### src/rtl/cpu_pkg.sv
// Shared definitions for the 5-stage pipeline control logic.
//   hz_state_t : hazard controller state encoding (RUN / MEMWAIT)
//   FWD_*      : operand-source select codes driven to the EX-stage operand muxes
package cpu_pkg;

    typedef enum logic {
        ST_RUN     = 1'b0,
        ST_MEMWAIT = 1'b1
    } hz_state_t;

    localparam logic [1:0] FWD_RF    = 2'b00;
    localparam logic [1:0] FWD_EXMEM = 2'b01;
    localparam logic [1:0] FWD_MEMWB = 2'b10;

endpackage

### src/rtl/fwd_select.sv
// Next forwarding select for one EX source operand.
// Ports:
//   rs, uses            : source register of the ID instruction and whether it is read
//   ex_rd, ex_reg_wr    : destination / write-enable of the instruction now in EX
//   mem_rd, mem_reg_wr  : destination / write-enable of the instruction now in MEM
//   kill                : ID/EX is loading a bubble, so the select must be FWD_RF
//   sel                 : select the ID instruction will need once it reaches EX
module fwd_select
    import cpu_pkg::*;
(
    input  logic [4:0] rs,
    input  logic       uses,
    input  logic [4:0] ex_rd,
    input  logic       ex_reg_wr,
    input  logic [4:0] mem_rd,
    input  logic       mem_reg_wr,
    input  logic       kill,
    output logic [1:0] sel
);

    always_comb begin
        sel = FWD_RF;
        if (!kill && uses) begin
            // The younger producer (EX) wins; x0 is never forwarded.
            if (ex_reg_wr && (ex_rd != 5'd0) && (rs == ex_rd))
                sel = FWD_EXMEM;
            else if (mem_reg_wr && (mem_rd != 5'd0) && (rs == mem_rd))
                sel = FWD_MEMWB;
        end
    end

endmodule

### src/rtl/pipeline_hazard_ctrl.sv
// Hazard and pipeline-control block for the 5-stage CPU.
// Decides each cycle whether the pipeline registers load, hold or take a bubble,
// registers the forwarding selects for the instruction entering EX, counts stall
// and flush events, and flags data-memory waits that exceed MEM_TIMEOUT.
// Ports:
//   clk, reset                      : clock, synchronous active-high reset
//   id_rs1/2, id_uses_rs1/2         : sources of the ID instruction
//   ex_rd_in, ex_reg_wr_in,
//   ex_mem_reg_in                   : EX instruction destination / write / is-load
//   mem_rd, mem_reg_wr, mem_access  : MEM instruction destination / write / memory op
//   dmem_ready                      : data memory completes this cycle
//   ex_branch_taken                 : EX resolved a taken branch/jump
//   pc_hold ... mem_wb_hold         : combinational hold/flush/bubble controls
//   fwd_a_sel, fwd_b_sel            : registered operand selects for EX
//   stall_cnt, flush_cnt            : saturating event counters
//   mem_timeout_err                 : sticky memory-wait timeout flag
module pipeline_hazard_ctrl
    import cpu_pkg::*;
#(
    parameter int unsigned MEM_TIMEOUT = 64,
    parameter int unsigned CNT_W       = 32
) (
    input  logic             clk,
    input  logic             reset,
    input  logic [4:0]       id_rs1,
    input  logic [4:0]       id_rs2,
    input  logic             id_uses_rs1,
    input  logic             id_uses_rs2,
    input  logic [4:0]       ex_rd_in,
    input  logic             ex_reg_wr_in,
    input  logic             ex_mem_reg_in,
    input  logic [4:0]       mem_rd,
    input  logic             mem_reg_wr,
    input  logic             mem_access,
    input  logic             dmem_ready,
    input  logic             ex_branch_taken,
    output logic             pc_hold,
    output logic             if_id_hold,
    output logic             if_id_flush,
    output logic             id_ex_hold,
    output logic             id_ex_bubble,
    output logic             ex_mem_hold,
    output logic             mem_wb_hold,
    output logic [1:0]       fwd_a_sel,
    output logic [1:0]       fwd_b_sel,
    output logic [CNT_W-1:0] stall_cnt,
    output logic [CNT_W-1:0] flush_cnt,
    output logic             mem_timeout_err
);

    localparam int unsigned WAIT_W = $clog2(MEM_TIMEOUT + 1);
    localparam logic [WAIT_W-1:0] WAIT_MAX  = WAIT_W'(MEM_TIMEOUT);
    localparam logic [WAIT_W-1:0] WAIT_LAST = WAIT_W'(MEM_TIMEOUT - 1);

    hz_state_t         state, state_next;
    logic              freeze;
    logic              load_use;
    logic              stall_evt;
    logic              flush_evt;
    logic [1:0]        fwd_a_next, fwd_b_next;
    logic [WAIT_W-1:0] wait_cnt;

    assign freeze = mem_access & ~dmem_ready;

    assign load_use = ex_mem_reg_in & ex_reg_wr_in & (ex_rd_in != 5'd0) &
                      ((id_uses_rs1 & (id_rs1 == ex_rd_in)) |
                       (id_uses_rs2 & (id_rs2 == ex_rd_in)));

    always_ff @(posedge clk) begin
        if (reset) state <= ST_RUN;
        else       state <= state_next;
    end

    // Priority: reset > freeze > branch flush > load-use.
    always_comb begin
        state_next   = state;
        pc_hold      = 1'b0;
        if_id_hold   = 1'b0;
        if_id_flush  = 1'b0;
        id_ex_hold   = 1'b0;
        id_ex_bubble = 1'b0;
        ex_mem_hold  = 1'b0;
        mem_wb_hold  = 1'b0;
        stall_evt    = 1'b0;
        flush_evt    = 1'b0;

        case (state)
            ST_RUN:     if (freeze)     state_next = ST_MEMWAIT;
            ST_MEMWAIT: if (dmem_ready) state_next = ST_RUN;
            default:                    state_next = ST_RUN;
        endcase

        if (reset) begin
            state_next = ST_RUN;
        end else if (freeze) begin
            pc_hold     = 1'b1;
            if_id_hold  = 1'b1;
            id_ex_hold  = 1'b1;
            ex_mem_hold = 1'b1;
            mem_wb_hold = 1'b1;
            stall_evt   = 1'b1;
        end else if (ex_branch_taken) begin
            if_id_flush  = 1'b1;
            id_ex_bubble = 1'b1;
            flush_evt    = 1'b1;
        end else if (load_use) begin
            pc_hold      = 1'b1;
            if_id_hold   = 1'b1;
            id_ex_bubble = 1'b1;
            stall_evt    = 1'b1;
        end
    end

    fwd_select u_fwd_a (
        .rs         (id_rs1),
        .uses       (id_uses_rs1),
        .ex_rd      (ex_rd_in),
        .ex_reg_wr  (ex_reg_wr_in),
        .mem_rd     (mem_rd),
        .mem_reg_wr (mem_reg_wr),
        .kill       (id_ex_bubble),
        .sel        (fwd_a_next)
    );

    fwd_select u_fwd_b (
        .rs         (id_rs2),
        .uses       (id_uses_rs2),
        .ex_rd      (ex_rd_in),
        .ex_reg_wr  (ex_reg_wr_in),
        .mem_rd     (mem_rd),
        .mem_reg_wr (mem_reg_wr),
        .kill       (id_ex_bubble),
        .sel        (fwd_b_next)
    );

    always_ff @(posedge clk) begin
        if (reset) begin
            fwd_a_sel       <= FWD_RF;
            fwd_b_sel       <= FWD_RF;
            stall_cnt       <= '0;
            flush_cnt       <= '0;
            wait_cnt        <= '0;
            mem_timeout_err <= 1'b0;
        end else begin
            // Selects travel with ID/EX, so they hold whenever it holds.
            if (!freeze) begin
                fwd_a_sel <= fwd_a_next;
                fwd_b_sel <= fwd_b_next;
            end
            if (stall_evt && (stall_cnt != '1))
                stall_cnt <= stall_cnt + CNT_W'(1);
            if (flush_evt && (flush_cnt != '1))
                flush_cnt <= flush_cnt + CNT_W'(1);
            // Wait counter tracks consecutive freeze cycles and parks at the limit.
            if (freeze) begin
                if (wait_cnt != WAIT_MAX)
                    wait_cnt <= wait_cnt + WAIT_W'(1);
                if (wait_cnt >= WAIT_LAST)
                    mem_timeout_err <= 1'b1;
            end else begin
                wait_cnt <= '0;
            end
        end
    end

endmodule

### config.mk
export PLATFORM = sky130hd
export DESIGN_NAME = pipeline_hazard_ctrl
export DESIGN_NICKNAME = d
export VERILOG_FILES = /design/src/rtl/cpu_pkg.sv /design/src/rtl/fwd_select.sv /design/src/rtl/pipeline_hazard_ctrl.sv
export SDC_FILE = /design/constraint.sdc
export NUM_CORES = 1
export LEC_CHECK = 0
export CAP_MARGIN = 10
export CORE_ASPECT_RATIO = 0.8
export CORE_MARGIN = 5
export CORE_UTILIZATION = 50
export CTS_BUF_LIST = sky130_fd_sc_hd__clkbuf_2 sky130_fd_sc_hd__clkbuf_4 sky130_fd_sc_hd__clkbuf_8
export DETAILED_ROUTE_END_ITERATION = 12
export MAX_ROUTING_LAYER = met4
export PLACE_DENSITY_LB_ADDON = 0.25
export SYNTH_ARGS = -nofsm -noshare
export SYNTH_HDL_FRONTEND = slang
export SYNTH_HIERARCHICAL = 1
export SYNTH_SLANG_ARGS = --single-unit
### constraint.sdc
create_clock -name clk -period 3.2 [get_ports clk]
set_input_delay 0.64 -clock clk [delete_from_list [all_inputs] [get_ports clk]]
set_output_delay 0.64 -clock clk [all_outputs]
set_load 0.01 [all_outputs]
# [After elaboration in Yosys (flattened, before gate mapping)]
# Index checks and enable logic that the tools add are counted.
# W data, S select, Z words.
[classes] bitwise=9 shifts=0 order_cmp=1 reduce_logical=15 div_mod_pow=0 addsub=3 eq_ne=7 mux=18 multipliers=0
[op_table] op="$add A32 B1 Y32 const B" count=2
[op_table] op="$ne A32 B32 Y1 const B" count=2
[op_table] op="$eq A5 B5 Y1" count=4
[op_table] op="$mux W1" count=12
[op_table] op="$mux W2" count=6
[op_table] op="$logic_and A1 B1 Y1" count=10
[op_table] op="$reduce_bool A5 Y1" count=2
[op_table] op="$add A7 B1 Y7 const B" count=1
[op_table] op="$ge A7 B6 Y1 const B" count=1
[op_table] op="$ne A7 B7 Y1 const B" count=1
[op_table] op="$and A1 B1 Y1" count=6
[op_table] op="$not A1 Y1" count=2
[op_table] op="$reduce_and A2 Y1" count=1
[op_table] op="$reduce_or A2 Y1" count=1
[op_table] op="$logic_not A1 Y1" count=1
[op_table] op="$or A1 B1 Y1" count=1
[totals] ff_bits=76 in_bits=30 mem_count=0 rom_bits=0 mem_bits_rw=0 latch_bits=0 out_inout_bits=76

# [Logic depth before layout (Yosys ltp)]
[depth] word_depth=11 depth_mapped=10 depth_no_buf=9

# [Modules after synthesis]
# The synthesis kept the hierarchy.
[modules_own_cells] module="pipeline_hazard_ctrl" cells_each=474 n_inst=1 area_each_um2=3902.5
[modules_own_cells] module="fwd_select" cells_each=21 n_inst=2 area_each_um2=162.7

# [Worst setup path before layout]
# Ideal clock, no wire load.
[synth_path] path_type="input port to output port" from="input port ex_rd_in[1]" to="output port pc_hold" n_path_buf=3 cell_stages=8 required_time_ns=2.560 path_slack_ns=0.191 arrival_time_ns=2.369 path_cell_list="or4_1 > nor2_1 > nor4_1 > a21oi_1 > clkbuf_1 > clkbuf_1 > inv_1 > buf_4"
[synth_via] elab_chain_len=8
[synth_rtl] element="start: declaration" line_no="pipeline_hazard_ctrl.sv:29" rtl="input logic [4:0] ex_rd_in,"
[synth_rtl] element="$eq A5 B5 Y1, on equally long branches" line_no="pipeline_hazard_ctrl.sv:66, pipeline_hazard_ctrl.sv:67"
[synth_rtl] element="$and A1 B1 Y1, on equally long branches" line_no="pipeline_hazard_ctrl.sv:66, pipeline_hazard_ctrl.sv:67"
[synth_rtl] element="$or A1 B1 Y1" line_no="pipeline_hazard_ctrl.sv:66" rtl="((id_uses_rs1 & (id_rs1 == ex_rd_in)) |"
[synth_rtl] element="$and A1 B1 Y1 *" line_no="pipeline_hazard_ctrl.sv:65" rtl="assign load_use = ex_mem_reg_in & ex_reg_wr_in & (ex_rd_in != 5'd0) &"
[synth_rtl] element="$mux W1 * (4 in series)"
[synth_rtl] element="end: declaration" line_no="pipeline_hazard_ctrl.sv:37" rtl="output logic pc_hold,"
# Every way passes the cells marked *; elsewhere a longest branch is shown, timed or not.

# [Final worst setup path]
[layout_path] from="input port ex_rd_in[1]" to="output port if_id_hold"
[layout_via] elab_chain_len=8
[layout_rtl] element="$eq A5 B5 Y1, on equally long branches" line_no="pipeline_hazard_ctrl.sv:66, pipeline_hazard_ctrl.sv:67"
[layout_rtl] element="$and A1 B1 Y1, on equally long branches" line_no="pipeline_hazard_ctrl.sv:66, pipeline_hazard_ctrl.sv:67"
[layout_rtl] element="$or A1 B1 Y1" line_no="pipeline_hazard_ctrl.sv:66"
[layout_rtl] element="$and A1 B1 Y1 *" line_no="pipeline_hazard_ctrl.sv:65"
[layout_rtl] element="$mux W1 *" line_no="pipeline_hazard_ctrl.sv:106" rtl="end else if (load_use) begin"
[layout_rtl] element="$mux W1 *" line_no="pipeline_hazard_ctrl.sv:102" rtl="end else if (ex_branch_taken) begin"
[layout_rtl] element="$mux W1 *" line_no="pipeline_hazard_ctrl.sv:95" rtl="end else if (freeze) begin"
[layout_rtl] element="$mux W1 *" line_no="pipeline_hazard_ctrl.sv:93" rtl="if (reset) begin"
[layout_rtl] element="end: declaration" line_no="pipeline_hazard_ctrl.sv:38" rtl="output logic if_id_hold,"
# Marks and branches as above.

==> results.sh <==
export IMPL_final_nets=672
export IMPL_yosysTopAreaCell="dfxtp_1"
export IMPL_ys_ff_latch=76
export IMPL_p_clk_share_pct=41.4
export IMPL_die_area_um2=10400
export IMPL_synth_top_area_share_pct=36.0
export IMPL_ys_warnings_count=6
export IMPL_internal_power_mw=1.49
export IMPL_crit_fanout=4
export IMPL_max_cap_violations=0
export IMPL_cts_setup_buffers=0
export IMPL_drt_initial_drc_count=202
export IMPL_relSlewSlack_pct=70.2
export IMPL_totalWireLength_um=11800
export IMPL_timing_worst_setup_path_type="in -> out"
export IMPL_min_path_type="reg -> reg"
export IMPL_power_frac_comb_pct=9.6
export IMPL_grt_max_degree=44
export IMPL_antenna_found_initial=0
export IMPL_die_x_um=113
export IMPL_drtPass1Iterations=4
export IMPL_synth_edf_count=0
export IMPL_root_buffer="clkbuf_8"
export IMPL_diodes=0
export IMPL_ctsResizeCount=6
export IMPL_hold_path_end="fwd_a_sel[1]"
export IMPL_synthFlopType="dfxtp_1"
export IMPL_slowest_stage="or4_1"
export IMPL_final_cells=755
export IMPL_post_route_min_period_ns=3.11
export IMPL_floorplan_initialDensity_pct=50.5
export IMPL_setup_tns_final_ns=0
export IMPL_rrSetupSlack_ns=0.78
export IMPL_vias_per_cell=5.73
export IMPL_die_y_um=92.2
export IMPL_finalSetupViolCount=0
export IMPL_r2r_end="flush_cnt[8]"
export IMPL_power_total_mw=1.94
export IMPL_layout_drive_gt1_share_pct=10.9
export IMPL_synth_async_reset_ratio_pct=0
export IMPL_hpwl_um=8670
export IMPL_status="completed"
export IMPL_drc_errors=0
export IMPL_critPathLaunchType="input port"
export IMPL_vias=4329
export IMPL_coreArea_um2=8370
export IMPL_rsz0062_at_grt="no"
export IMPL_path_cells="clkdlybuf4s50_1 > or4_1 > nor2_2 > nor4_2 > a21oi_4 > inv_1 > dlygate4sd2_1"
export IMPL_reg2reg_depth=6
export IMPL_synthCells=516
export IMPL_fin_worst_skew_ns=0.0120
export IMPL_grt_pass1_vias=4089
export IMPL_grt_first_pass_wirelength_um=19400
export IMPL_cts_tree="yes"
export IMPL_switching_share_pct=23.5
export IMPL_overflow=0
export IMPL_synthesis_area_um2=4230
export IMPL_wire_per_inst_um=15.7
export IMPL_port_buffer_count=105
export IMPL_dpl_cell_count=739
export IMPL_timing_fmax_mhz=322
export IMPL_cts_buffers=9
export IMPL_cts_hold_buf=0
export IMPL_holdCritStartpoint="fwd_a_sel[1]"
export IMPL_cp_slowest_stage_delay_ns=0.56
export IMPL_pin_count=106
export IMPL_ir_drop_uv=254
export IMPL_rows=30
export IMPL_synth_top_cells_by_area="dfxtp_1, xor2_1, xnor2_1"
export IMPL_gp_congestion=0.861
export IMPL_clk_path_buf_depth=2
export IMPL_clk_pin_slew_ns=0.08
export IMPL_fin_ws_ns=0.0916
export IMPL_grt_use_total_pct=22.9
export IMPL_powerDensity_nw_per_um2=337
export IMPL_synth_nets=550
export IMPL_yosysSeqAreaShare_pct=36.0
export IMPL_p_leak_nw=2.00
export IMPL_worstHoldPathCells=2
export IMPL_cp_end_kind="primary output"
export IMPL_cts_sinks=76
export IMPL_final_max_slew_viol_count=0
export IMPL_tightest_slew_ns=0.444
export IMPL_post_place_ws_ns=-0.124
export IMPL_syn_avg_cell_area_um2=8.19
export IMPL_post_route_period_util_pct=97.1
export IMPL_power_share_sequential_pct=49.0
export IMPL_finalHoldViolations=0
export IMPL_cts_max_level=3
export IMPL_r2r_start="flush_cnt[19]"
export IMPL_drtAntennaViolNets=0
export IMPL_area_delta_synth_final_pct=36.6
export IMPL_worstPathRequired_ns=2.56
export IMPL_clock_latency_ns=0.35
export IMPL_arrival_ns=2.47
export IMPL_p_switching_mw=0.456
export IMPL_ys_types=53
-- logic make-up (layout without fill, tap and decap cells) --
family	count (synthesis)	after routing	share of synthesized area (%)
AOI/OAI and AO/OA	75	75	11.0
xor gates and xnor gates	61	61	12.6
adders and majority gates	4	4	1.18
buffers and inverters	39	166	4.02
DFF	76	76	36.0
muxes	7	7	1.86
and+or+nand+nor	254	254	33.3
-- layout by cell type (no fill, tap or decap), types with 9 or more instances in the layout --
cell type         n
nand3_1          36
inv_1            12
nor2_1           52
a21oi_1          30
or4_1            11
xnor2_1          24
nand2_1          39
dfxtp_1          76
nand4_1          17
xor2_1           37
and3_1           17
nor4_1           15
nor3_1           11
or3_1            15
clkdlybuf4s50_1  99
clkbuf_8          9
o21ai_0          13
buf_4            32
-- worst max path at each step --
stage	start	end	slack [ns]
after detailed placement	ex_rd_in[3]	if_id_hold	-0.12
after floorplan	ex_rd_in[1]	pc_hold	0.19
final	ex_rd_in[1]	if_id_hold	0.09
after global placement	ex_rd_in[1]	if_id_hold	-0.08
after CTS	ex_rd_in[1]	if_id_hold	0.11
after global routing	ex_rd_in[1]	id_ex_bubble	0.007
-- critical path: cells and delay by family --
kind            cells  cell delay, ns
compound gates      1            0.18
buf+inv             3            0.85
simple gates        3            0.78
-- per-stage QoR --
step,cell area (um2),hold slack (ns),utilization [%]
floorplan,4230,0.476,-
global placement,5550,0.441,66.3
detailed placement,5550,0.444,66.3
CTS,5770,0.454,69.0
global route,5780,0.491,69.0
finish,5780,0.450,69.0
-- area by class of cell --
class | instances | area (um2)
clock buffer | 10 | 131
clock inverter | 6 | 88.8
fill | 686 | 2590
inverter | 13 | 48.8
multi-input combinational | 401 | 2560
sequential | 76 | 1520
tap | 112 | 140
timing repair buffer | 137 | 1280
-- synth_stat cells (3+ instances only) --
cell	number
a21oi_1	31
and4_1	7
buf_4	3
o31ai_1	8
mux2_2	7
and3_1	17
nor2b_1	8
ha_1	4
o41ai_1	5
clkbuf_1	16
xnor2_1	24
nor2_1	53
nand2_1	39
dfxtp_1	76
nor4_1	17
or3_1	15
nand4b_1	3
nor3_1	11
buf_2	4
xor2_1	37
nand3_1	36
nand4_1	17
inv_1	12
o311ai_0	6
or4_1	11
o21ai_0	13
nor3_2	3
-- flip-flops by register name, indices dropped and copies added, names as in the netlist --
register	count
mem_timeout_err	1
wait_cnt	7
stall_cnt	32
fwd_b_sel	2
fwd_a_sel	2
flush_cnt	32
-- metal layers --
| metal | wire [um] | up-vias | share of wire, % | global-route usage [%] |
|---|---|---|---|---|
| li1 | - | 2124 | - | - |
| met1 | 5410 | 2097 | 46 | 29.1 |
| met2 | 5840 | 99 | 49 | 37.8 |
| met3 | 465 | 9 | 3.9 | 3.89 |
| met4 | 110 | 0 | 0.93 | 6.51 |
| met5 | 0 | - | 0 | - |
-- power groups by stage --
stage / combinational (mW) / sequential, mW / clock [mW]
after floorplan: 0.0792 / 0.975 / 0
after global placement: 0.181 / 0.974 / 0
after detailed placement: 0.186 / 0.975 / 0
after CTS: 0.186 / 0.952 / 0.826
after global routing: 0.202 / 0.953 / 0.865
final: 0.187 / 0.952 / 0.805
(Power assumes the default switching activity.)
